$ cat config.mk
export PLATFORM = sky130hd
export DESIGN_NAME = imem_loader
export DESIGN_NICKNAME = d
export VERILOG_FILES = /design/src/rtl/imem_loader.sv
export SDC_FILE = /design/constraint.sdc
export NUM_CORES = 1
export LEC_CHECK = 0
export CORE_UTILIZATION = 30
export CTS_CLUSTER_DIAMETER = 40
export CTS_CLUSTER_SIZE = 20
export DETAILED_ROUTE_END_ITERATION = 10
export PLACE_DENSITY = 0.65
export SLEW_MARGIN = 10
export SYNTH_ARGS = -nofsm -noshare
export SYNTH_HDL_FRONTEND = slang
export SYNTH_SLANG_ARGS = --single-unit
$ cat constraint.sdc
create_clock -name i_clk -period 2.3 [get_ports i_clk]
set_clock_uncertainty 0.15 [all_clocks]
set_input_delay 0.23 -clock i_clk [delete_from_list [all_inputs] [get_ports i_clk]]
set_output_delay 0.23 -clock i_clk [all_outputs]
set_load 0.01 [all_outputs]
$ cat src/rtl/imem_loader.sv
// Instruction-memory program loader: length-prefixed big-endian byte stream -> 32-bit word writes.
// Optional trailing XOR checksum byte when IMEM_LOADER_CHECKSUM_EN is defined.
module imem_loader #(
    parameter int ADDR_W = 10
) (
    input  logic              i_clk,
    input  logic              i_rst,
    input  logic              i_start,
    input  logic              i_byte_valid,
    input  logic [7:0]        i_byte_data,
    output logic              o_byte_ready,
    output logic              o_mem_we,
    output logic [31:0]       o_mem_addr,
    output logic [31:0]       o_mem_wdata,
    output logic              o_cpu_hold,
    output logic              o_busy,
    output logic              o_done,
    output logic              o_err,
    output logic [ADDR_W:0]   o_word_count
);

    typedef enum logic [2:0] {
        S_IDLE, S_LEN_HI, S_LEN_LO, S_DATA, S_WRITE, S_DONE, S_CHK
    } state_t;

    localparam logic [16:0] CAP = 17'(1) << ADDR_W;

    state_t          r_state, w_next;
    logic [15:0]     r_len;
    logic [31:0]     r_asm;
    logic [1:0]      r_bcnt;
    logic [7:0]      r_csum;
    logic            r_err;
    logic [ADDR_W:0] r_word_count;

    logic            w_xfer;
    logic [15:0]     w_len;
    logic [ADDR_W:0] w_wc_inc;
    logic            w_last;
    logic            w_ovf;

    // Every output is a decode of registered state; byte_ready never sees byte_valid.
    assign o_byte_ready = (r_state == S_LEN_HI) || (r_state == S_LEN_LO) ||
                          (r_state == S_DATA)   || (r_state == S_CHK);
    assign o_mem_we     = (r_state == S_WRITE);
    assign o_mem_addr   = 32'({r_word_count, 2'b00});
    assign o_mem_wdata  = r_asm;
    assign o_busy       = (r_state != S_IDLE) && (r_state != S_DONE);
    assign o_done       = (r_state == S_DONE);
    assign o_err        = r_err;
    assign o_cpu_hold   = !((r_state == S_DONE) && !r_err);
    assign o_word_count = r_word_count;

    assign w_xfer   = o_byte_ready && i_byte_valid;
    assign w_len    = {r_len[15:8], i_byte_data};
    assign w_ovf    = {1'b0, w_len} > CAP;
    assign w_wc_inc = r_word_count + {{ADDR_W{1'b0}}, 1'b1};
    assign w_last   = 32'(w_wc_inc) == 32'(r_len);

    always_ff @(posedge i_clk or negedge i_rst) begin
        if (!i_rst) r_state <= S_IDLE;
        else        r_state <= w_next;
    end

    always_comb begin
        w_next = r_state;
        case (r_state)
            S_IDLE, S_DONE: if (i_start) w_next = S_LEN_HI;
            S_LEN_HI:       if (w_xfer) w_next = S_LEN_LO;
            S_LEN_LO: if (w_xfer) begin
`ifdef IMEM_LOADER_CHECKSUM_EN
                if (w_len == 16'd0) w_next = S_CHK;
`else
                if (w_len == 16'd0) w_next = S_DONE;
`endif
                else if (w_ovf)     w_next = S_DONE;
                else                w_next = S_DATA;
            end
            S_DATA:  if (w_xfer && r_bcnt == 2'd3) w_next = S_WRITE;
`ifdef IMEM_LOADER_CHECKSUM_EN
            S_WRITE: w_next = w_last ? S_CHK : S_DATA;
            S_CHK:   if (w_xfer) w_next = S_DONE;
`else
            S_WRITE: w_next = w_last ? S_DONE : S_DATA;
`endif
            default: w_next = S_IDLE;
        endcase
    end

    always_ff @(posedge i_clk or negedge i_rst) begin
        if (!i_rst) begin
            r_len        <= '0;
            r_asm        <= '0;
            r_bcnt       <= '0;
            r_csum       <= '0;
            r_err        <= 1'b0;
            r_word_count <= '0;
        end else begin
            case (r_state)
                S_IDLE, S_DONE: if (i_start) begin
                    r_word_count <= '0;
                    r_err        <= 1'b0;
                    r_csum       <= '0;
                    r_bcnt       <= '0;
                end
                S_LEN_HI: if (w_xfer) r_len[15:8] <= i_byte_data;
                S_LEN_LO: if (w_xfer) begin
                    r_len <= w_len;
                    if (w_ovf) r_err <= 1'b1;
                end
                // 2-bit byte counter wraps to 0 on the 4th byte, ready for the next word
                S_DATA: if (w_xfer) begin
                    r_asm  <= {r_asm[23:0], i_byte_data};
                    r_bcnt <= r_bcnt + 2'd1;
                    r_csum <= r_csum ^ i_byte_data;
                end
                S_WRITE: r_word_count <= w_wc_inc;
                S_CHK: if (w_xfer) r_err <= (i_byte_data != r_csum);
                default: ;
            endcase
        end
    end

endmodule

# Yosys cells after proc, flatten, opt, wreduce, memory -nomap -nowiden
# Cells that the tools add are included.
# word_totals
elab_cells	76
register_bits	73
# op_classes
n_eq_ne	17
n_lt_le_gt_ge	1
reduce_logical	23
muxes	23
bitwise	2
n_addsub	2
# op_table
op	count
$pmux 8 s2	2
$mux 8	3
$pmux 11 s2	1
$mux 3	7
$eq 11x16->1	1
$gt 16x11->1 const B	1
$logic_not 16->1	1
$pmux 3 s5	1
$ne 2x2->1 const B	6
$add 11x1->11 const B	1
$mux 11	1
$eq 3x3->1 const B	3
$ne 8x8->1	1
$xor 8x8->8	1
$eq 3x2->1 const B	2
$reduce_and 2->1	3
$reduce_and 3->1	2
$reduce_bool 3->1	2
$reduce_and 5->1	1
$logic_and 1x1->1	4
$mux 1	4
$mux 2	2
$pmux 2 s2	1
$reduce_and 4->1	1
other kinds (12)	16

# Longest topological paths before layout
# Gate-level depths: netlist (run 1).
# logic_depth
depth_word	8
mapped_depth	8
ltp_nobuf	7

# Least setup slack after synthesis (run 1)
# Ideal clock, no wire load.
# synth_path
path_type	reg2reg
startpoint	reg r_word_count[0] (netlist: o_word_count[0])
endpoint	reg r_state[1]
period_less_slack_ps	2151
setup_ps	128
path_stages_with_launch	8
path_slack_ps	149
arrival_time_ps	1873
cell_sequence	dfrtp_1 ha_1 nand4_4 nor2_2 xor2_1 a2111oi_2 nand4_1 o2bb2ai_1
# synth_via
elab_chain_cells	4
# synth_rtl
item	line_no	source
from (decl)	34	logic [ADDR_W:0] r_word_count;
from (signal assigned)	117	S_WRITE: r_word_count <= w_wc_inc;
$add 11x1->11	57	assign w_wc_inc = r_word_count + {{ADDR_W{1'b0}}, 1'b1};
$eq 11x16->1	58	assign w_last = 32'(w_wc_inc) == 32'(r_len);
$mux 3	84	S_WRITE: w_next = w_last ? S_DONE : S_DATA;
$pmux 3 s5	67	case (r_state)
to (signal assigned)	62	else r_state <= w_next;
to (decl)	28	state_t r_state, w_next;
# Every way passes these cells.
# A chain may end at the register's enable or synchronous reset.

# Final worst setup path (run 1)
# layout_path
startpoint	reg r_state[0]
endpoint	out o_mem_we
# layout_via
elab_chain_cells	1
# layout_rtl
item	line_no	source
$eq 3x3->1	45	assign o_mem_we = (r_state == S_WRITE);
to (decl)	12	output logic o_mem_we,
# Every way passes these cells.

==> results_dict.tcl, run 1 <==
set metrics [dict create \
    tightest_slew_ns 0.751 \
    synth_xor_area_share_pct 2.73 \
    finalCriticalPeriod_ns 2.22 \
    synth_ff_type "dfrtp_1" \
    synth_top_cell_by_area "dfrtp_1" \
    globalRouteOverflowTotal 0 \
    period_share_pct 96.3 \
    r2r-start "o_word_count[0]" \
    grt_pass1_wl_um 15800 \
    cp.arrival_ns 1.84 \
    cts_buffer_depth 2 \
    critPathLaunchType "flop" \
    vias 3197 \
    grt_max_degree 50 \
    tritoncts "built" \
    synth-compound-area-share_pct 11.5 \
    finalNetCount 513 \
    cts_htree_levels 3 \
    num_rows 41 \
    synth_cell_types 52 \
    path_class "reg -> out" \
    r2r_end "r_state[1]" \
    die_w_um 115 \
    tns_ns 0 \
    num-fill-cells 1237 \
    setup_viol 0 \
    outcome "finished, violations left" \
    grt_pass1_vias 2965 \
    viasPerCell 4.73 \
    report.final.hold_viol_count 0 \
    grt_use_total_pct 15.5 \
    yosys_warnings 0 \
    place.gp.congestion 0.853 \
    fmax_mhz 451 \
    synth_top_family_by_area "simple AND/OR/NAND/NOR gates" \
    dp_hpwl_um 6770 \
    ant_nets 0 \
    cts-root-buf "clkbuf_16" \
    post_cts_buffers 0 \
    seq_area_frac_synth_pct 47.4 \
    vdd_drop_max_mv 0.358 \
    area_growth_pct 30.0 \
    drt_iter0_markers 237 \
    synthTopCellsByCount "111 x nand2_1, 73 x dfrtp_1, 40 x o21ai_0" \
    required_ns 1.92 \
    die_area_um2 13300 \
    hp-class "in -> async" \
    wire_per_inst_um 14.2 \
    diodes 0 \
    violations "DRC" \
    slew_viol_final 0 \
    synthCells 431 \
    synth_fa_ha_area_share_pct 0.649 \
    critPathMaxFanout 10 \
    slew_headroom_pct 49.7 \
    synth_area_leaders "dfrtp_1 47%, nand2_1 11%, buf_4 6.2%" \
    io_pins 93 \
    worstRegToRegCells 7 \
    seqCellArea_um2 1830 \
    synthSimpleGateAreaFrac_pct 23.2 \
    synth-edff-count 0 \
    drive_above_1_share_pct 12.9 \
    power_leakage_nw 2.27 \
    wl_um 9580 \
    dp.cells 659 \
    die_h_um 115 \
    synth_top_area_share_pct 47.4 \
    power_density_nw_per_um2 1210 \
    synth.most_common_cell "nand2_1" \
    core_um2 12600 \
    layout_setup_ws_ns 0.0840 \
    clkTransAtPathRegs_ns 0.06 \
    cp-end-kind "output port" \
    muxShareOfSynthArea_pct 4.90 \
    worstSkewPairLatency_ns 0.34 \
    dr.pass1.iters 8 \
    multi_input_area_um2 1740 \
    start_util_pct 30.7 \
    antenna_found_initial 0 \
    stdcell_count 676 \
    maxCapViolCount 0 \
    cts_buffers 9 \
    synthArstFlopShare_pct 100 \
    ys_ff_latch 73 \
    synth_area_um2 3860 \
    cts.sinks 73 \
    port_buffers 71 \
    preCtsSetupSlack_ns 0.0624 \
    avgSynthCellArea_um2 8.95 \
    drc 1 \
    r2r_slack_ns 0.14 \
    rsz0062_at_grt "no" \
]
## cell usage in the layout (no fill, tap or decap), types with 2 or more instances in the layout
cell type,synthesis,routed
inv_6,0,2
mux2_2,15,15
and3_1,4,4
xnor2_1,7,7
o41ai_1,2,2
nand4_1,5,5
nor2_1,23,22
a31oi_1,3,3
nor2b_1,4,4
nor3_1,5,5
nand3b_1,2,2
conb_1,1,21
dfrtp_1,73,71
nand2_1,111,111
clkinv_4,0,2
a22o_1,2,2
xor2_1,5,5
o31ai_1,3,3
o22ai_1,2,2
clkdlybuf4s50_1,0,69
nor2_2,1,2
nand2b_1,14,14
nor4_1,3,3
buf_4,32,17
nand3_1,9,8
clkbuf_16,0,9
mux2i_1,2,2
inv_1,11,10
a21oi_1,6,6
o21ai_0,40,40
buf_12,0,2
a221oi_1,2,2
dfrtp_2,0,2
## per-stage QoR
step	area, um^2	utilization (%)	power (W)	hold slack [ns]
6_report	5010	39.9	0.00606	0.274
5_1_grt	5010	39.9	0.00650	0.326
4_1_cts	5000	39.8	0.00612	0.291
3_5_place_dp	4690	37.3	0.00467	0.103
3_3_place_gp	4690	37.3	0.00460	0.106
2_1_floorplan	3930	-	0.00354	-0.216
## cell type report
cell class              count  share of cell area (%)
multi-input cells         314                    34.8
flip-flops and latches     73                    36.5
clock inverters             7                    1.55
inverters                  11                   0.824
well taps                 172                    4.29
repair buffers             90                    17.6
clock buffers               9                    4.49
## kinds of logic after synthesis
kind of cell,count (synthesis)
muxes,17
and+or+nand+nor,190
AOI/OAI and AO/OA,72
other,1
DFF,73
buffers and inverters,64
xor gates and xnor gates,12
adders and majority gates,2
## critical path, cell delays in order (launching register included)
cell	delay, ns
dfrtp_2	0.49
inv_2	0.16
nand3b_1	0.11
inv_1	0.17
clkdlybuf4s50_1	0.57
## sequential cells by signal (all words and copies together) (netlist names)
register and flops:
o_word_count 11, o_err 1, r_state 3, r_bcnt 2, r_len 16, o_mem_wdata 32
r_csum 8
## worst max path at each step
stage,cells after the start,endpoint,startpoint
after floorplan,7,r_state[1],o_word_count[0]
after global placement,7,r_state[1],i_byte_data[0]
after detailed placement,7,r_state[1],i_byte_data[0]
after CTS,3,o_cpu_hold,r_state[2]
after global routing,4,o_mem_we,r_state[0]
final,4,o_mem_we,r_state[0]
## where the power goes
part / switching, W / leakage [nW] / internal, W
sequential: 0.000458 / 0.941 / 0.00181
clock: 0.000568 / 0.146 / 0.000849
combinational: 0.00117 / 1.18 / 0.00121
## routing by layer
| layer | GRT usage [%] | vias up | part of all wire, % |
|---|---|---|---|
| li1 | - | 1535 | - |
| met1 | 21.0 | 1540 | 45 |
| met2 | 23.8 | 109 | 47 |
| met3 | 3.69 | 13 | 6.0 |
| met4 | 6.41 | 0 | 1.9 |
| met5 | 0 | - | 0 |
## repair_timing
| item | in CTS | in global routing |
|---|---|---|
| hold buffers | 1 | 0 |
| hold endpoints to repair | 38 | 0 |
| resized for setup | 1 | 5 |
| endpoints found under the setup margin | 2 | 13 |
| pin swaps | 0 | 0 |
No activity file was read; power rests on OpenSTA's default activity.
==> run 2, diff against run 1 <==
--- a/config.mk
+++ b/config.mk
@@ -10,6 +10,7 @@
 export CTS_CLUSTER_SIZE = 20
 export DETAILED_ROUTE_END_ITERATION = 10
 export PLACE_DENSITY = 0.65
+export SETUP_SLACK_MARGIN = 0.4
 export SLEW_MARGIN = 10
 export SYNTH_ARGS = -nofsm -noshare
 export SYNTH_HDL_FRONTEND = slang
==> results_dict.tcl, run 2 (same netlist as run 1, synthesis figures left out) <==
set metrics [dict create \
    outcome "finished, violations left" \
    violations "DRC" \
    place.gp.congestion 0.831 \
    port_buffers 71 \
    wl_um 10000 \
    final_cell_mix "111 x nand2_1, 64 x clkdlybuf4s50_1, 63 x dfrtp_1" \
    finalNetCount 524 \
    tritoncts "built" \
    tns_ns 0 \
    dp_hpwl_um 6630 \
    grt_pass1_vias 3151 \
    area_growth_pct 34.8 \
    design_area_um2 5200 \
    critPathLaunchType "flop" \
    drt_iter0_markers 197 \
    maxCapViolCount 0 \
    globalRouteOverflowTotal 0 \
    critical-path-max-stage-delay_ns 0.38 \
    core_um2 12600 \
    drive_above_1_share_pct 19.8 \
    path_cells "ha_4 -> nand4_4 -> nor2_4 -> xor2_2 -> buf_4 -> o221a_4 -> nand4_1 -> o2bb2ai_1" \
    io_pins 93 \
    fmax_mhz 491 \
    rsz0062_at_grt "yes" \
    seqCellArea_um2 1840 \
    cts_buffer_depth 2 \
    critPathMaxFanout 8 \
    num_rows 41 \
    power_leakage_nw 2.33 \
    slew_viol_final 0 \
    grt_pass1_wl_um 16400 \
    largest_reg_flops 32 \
    ant_nets 0 \
    die_w_um 115 \
    wire_per_inst_um 14.6 \
    path_class "reg -> reg" \
    dr.pass1.iters 7 \
    cpMaxStageDelayCell "dfrtp_2" \
    cts_htree_levels 3 \
    preCtsSetupSlack_ns 0.0662 \
    power_density_nw_per_um2 1200 \
    postPlaceCellArea_um2 4670 \
    cts.sinks 73 \
    report.final.hold_viol_count 0 \
    antenna_found_initial 0 \
    slew_headroom_pct 65.9 \
    cp-end-kind "flop" \
    grt_max_degree 50 \
    num-fill-cells 1211 \
    layout_setup_ws_ns 0.264 \
    finalCriticalPeriod_ns 2.04 \
    die_h_um 115 \
    vias 3256 \
    setup_viol 0 \
    tightest_slew_ns 0.511 \
    period_share_pct 88.5 \
    vdd_drop_max_mv 0.336 \
    required_ns 2.36 \
    final_common_cell "nand2_1" \
    multi_input_area_um2 1860 \
    diodes 0 \
    power.total_w 0.00622 \
    clkTransAtPathRegs_ns 0.06 \
    start_util_pct 30.7 \
    grt_use_total_pct 16.2 \
    worstSkewPairLatency_ns 0.34 \
    cp.arrival_ns 2.10 \
    viasPerCell 4.74 \
    cts_buffers 9 \
    cts-root-buf "clkbuf_16" \
    drc 2 \
    hp-class "in -> reg" \
    die_area_um2 13300 \
]
-- run 2: stage by stage --
stage	std cells	hold WS (ns)	util, %
6_report	687	0.171	41.4
3_5_place_dp	653	0.0914	37.1
2_1_floorplan	451	-0.216	-
5_1_grt	687	0.188	41.4
3_3_place_gp	653	0.0856	37.1
4_1_cts	685	0.275	40.8
-- run 2: per-layer routing --
layer / global-route usage [%] / routed length [um] / vias up
met1: 20.9 / 4480 / 1580
li1: - / - / 1567
met2: 25.6 / 4960 / 91
met4: 7.79 / 194 / 0
met5: 0 / 0 / -
met3: 3.64 / 406 / 18
-- run 2: path summary, 6_finish.rpt --
check	start	endpoint	slack, ns	cells past startpoint
setup / recovery	o_word_count[0]	r_state[1]	0.26	8
hold / removal	i_byte_data[4]	o_mem_wdata[4]	0.17	3
setup reg to reg	o_word_count[0]	r_state[1]	0.26	8
hold reg to reg	o_mem_wdata[31]	o_mem_wdata[31]	0.33	2
max in group asynchronous	i_rst	o_mem_wdata[3]	1.16	3
min in group asynchronous	i_rst	o_word_count[10]	0.25	2
-- run 2: timing repair --
action | CTS | global route
gates resized for setup | 30 | 18
pin swaps | 7 | 5
hold buffers | 1 | 0
setup buffers | 15 | 2
setup endpoints to repair | 41 | 33
hold endpoints to repair | 36 | 0
-- run 2: area by class of cell --
cell class              count  share of cell area [%]
repair buffers            101                    18.4
multi-input cells         314                    35.7
inverters                  11                   0.794
flip-flops and latches     73                    35.4
clock buffers              10                    4.60
clock inverters             6                   0.963
well taps                 172                    4.14
-- run 2: power breakdown --
group	leakage [nW]	switching, W	total, W	internal (W)
Clock	0.136	0.000583	0.00135	0.000771
Sequential	0.928	0.000445	0.00225	0.00181
Combinational	1.27	0.00130	0.00261	0.00131
Total	2.33	0.00233	0.00622	0.00389
-- run 2: worst max-delay path, delay by kind of cell, from the launching register on --
kind / cells / cell delay [ns]
fa+ha+maj: 1 / 0.20
buf+inv: 1 / 0.16
compound gates: 2 / 0.34
flops: 1 / 0.38
simple gates: 3 / 0.44
xor+xnor: 1 / 0.25
==> patch: new RTL, settings of run 2 <==
The parameter `ADDR_W` goes from 10 to 11.
--- a/src/rtl/imem_loader.sv
+++ b/src/rtl/imem_loader.sv
@@ -1,7 +1,7 @@
 // Instruction-memory program loader: length-prefixed big-endian byte stream -> 32-bit word writes.
 // Optional trailing XOR checksum byte when IMEM_LOADER_CHECKSUM_EN is defined.
 module imem_loader #(
-    parameter int ADDR_W = 10
+    parameter int ADDR_W = 11
 ) (
     input  logic              i_clk,
     input  logic              i_rst,
Ports: changed (resized o_word_count); port bits go from 93 to 94. No check against the original RTL was run, so the function may have changed too.
==> patch against run 2 <==
  * Synthesized cell count grew 0.23%
  * Routed wire length down 1.5%
  * Critical path depth shrank 2
  * Power grew 2.6%
  * Sequential cell count is 1 higher
  * First-iteration DRC count decreased by 13%
  * Utilization grew 1.4 points
  * Cell area grew 3.8%
  * Synthesized area increased by 0.91%
  * Setup slack lost 0.063 ns
  * Critical path type unchanged
  * Highest routed layer unchanged
==> patch: results (changes against run 2) <==
DR iter-0 viols - 172 (-13%)
sequential element share of the synthesized area - 0.476 (+0.00217)
vias per cell - 4.75 (+0.33%)
leakage power - 0.00238 µW (+2.0%)
fraction of layout cells with a size suffix above 1 - 0.219 (+0.0208)
crit-path max FO - 6 (-2)
most frequent cells after synthesis - nand2_1, dfrtp_1, o21ai_0
top-area cell type share of the netlist area - 0.476 (+0.00217)
vias in the first global route - 3185 (+1.1%)
drt first pass iters - 4 (-3)
peak supply drop - 0.398 mV (+18%)
Worst path top cell family by delay - compound AO/OA/AOI/OAI gates
Port Buffers - 73 (+2.8%)
count of cell types in the netlist - 50 (-3.8%)
outcome - finished, final reports clean
reg2reg setup slack - 0.20 ns (-0.06 ns)
Total Routing Usage GR - 0.155 (-0.00682)
R2R depth - 6 (-2)
drt total wl - 9890 µm (-1.5%)
Slew headroom - 0.519 (-0.141)
hpwl dp - 7070 µm (+6.5%)
GP Congestion - 0.786 (-5.4%)
filler instances - 1224 (+1.1%)
largest cells by area after synthesis - dfrtp_1, nand2_1, buf_4
max incr delay on CP - 0.45 ns (+0.07 ns)
[patch: tightest hold or removal path: cells and delay by family]
kind	cells	cell delay [ns]
simple gates	2	0.14
buf+inv	2	0.38
[patch: what timing repair did]
action,4_1_cts,5_1_grt
setup endpoints to repair,28,34
hold buffers,1,0
setup buffers,6,3
gates resized for setup,24,29
pin swaps,5,6
endpoints found under the hold margin,26,0
[patch: layout make-up]
cell class	instances	area share
multi-input cells	319	0.358
inverters	7	0.00487
clock buffers	9	0.0418
clock inverters	7	0.0128
flip-flops and latches	74	0.345
repair buffers	114	0.198
well taps	172	0.0399
[patch: routing by layer]
| layer | vias to the layer above | GRT usage | part of all wire |
|---|---|---|---|
| met5 | - | 0 | 0 |
| met4 | 0 | 0.0778 | 0.024 |
| met3 | 16 | 0.0329 | 0.041 |
| met2 | 90 | 0.242 | 0.49 |
| met1 | 1640 | 0.203 | 0.45 |
| li1 | 1592 | - | - |
[patch: where the power goes]
group	total, µW	internal [µW]	leakage (µW)	switching [µW]
Combinational	2700	1400	0.00130	1300
Sequential	2300	1830	0.000939	473
Clock	1380	836	0.000142	540
[patch: logic make-up (layout without fill, tap and decap cells)]
family	after synthesis	count (layout)	synth area share
adders and majority gates	2	2	0.00643
AOI/OAI and AO/OA	71	71	0.111
other	1	20	0.000964
xor gates and xnor gates	22	22	0.0495
muxes	19	19	0.0547
and+or+nand+nor	185	185	0.213
buffers and inverters	58	137	0.0894
DFF	74	74	0.476
[patch: worst min-delay path by stage]
stage	cells after the start	slack, ns	end	from
after detailed placement	1	0.17	o_word_count[6]	i_rst
final	4	0.29	o_mem_wdata[2]	i_byte_data[2]
after floorplan	0	-0.22	o_err	i_rst
after global placement	1	0.17	o_word_count[5]	i_rst
after CTS	4	0.29	o_mem_wdata[2]	i_byte_data[2]
after global routing	4	0.31	o_mem_wdata[2]	i_byte_data[2]
[patch: stage by stage]
stage | cells | setup slack, ns | hold slack (ns) | cell area (µm²)
after global placement | 676 | -0.0115 | 0.171 | 4890
after global routing | 702 | 0.0946 | 0.311 | 5390
after floorplan | 451 | 0.339 | -0.216 | 4020
after CTS | 699 | 0.190 | 0.292 | 5290
final | 702 | 0.201 | 0.289 | 5390
after detailed placement | 676 | -0.105 | 0.170 | 4890
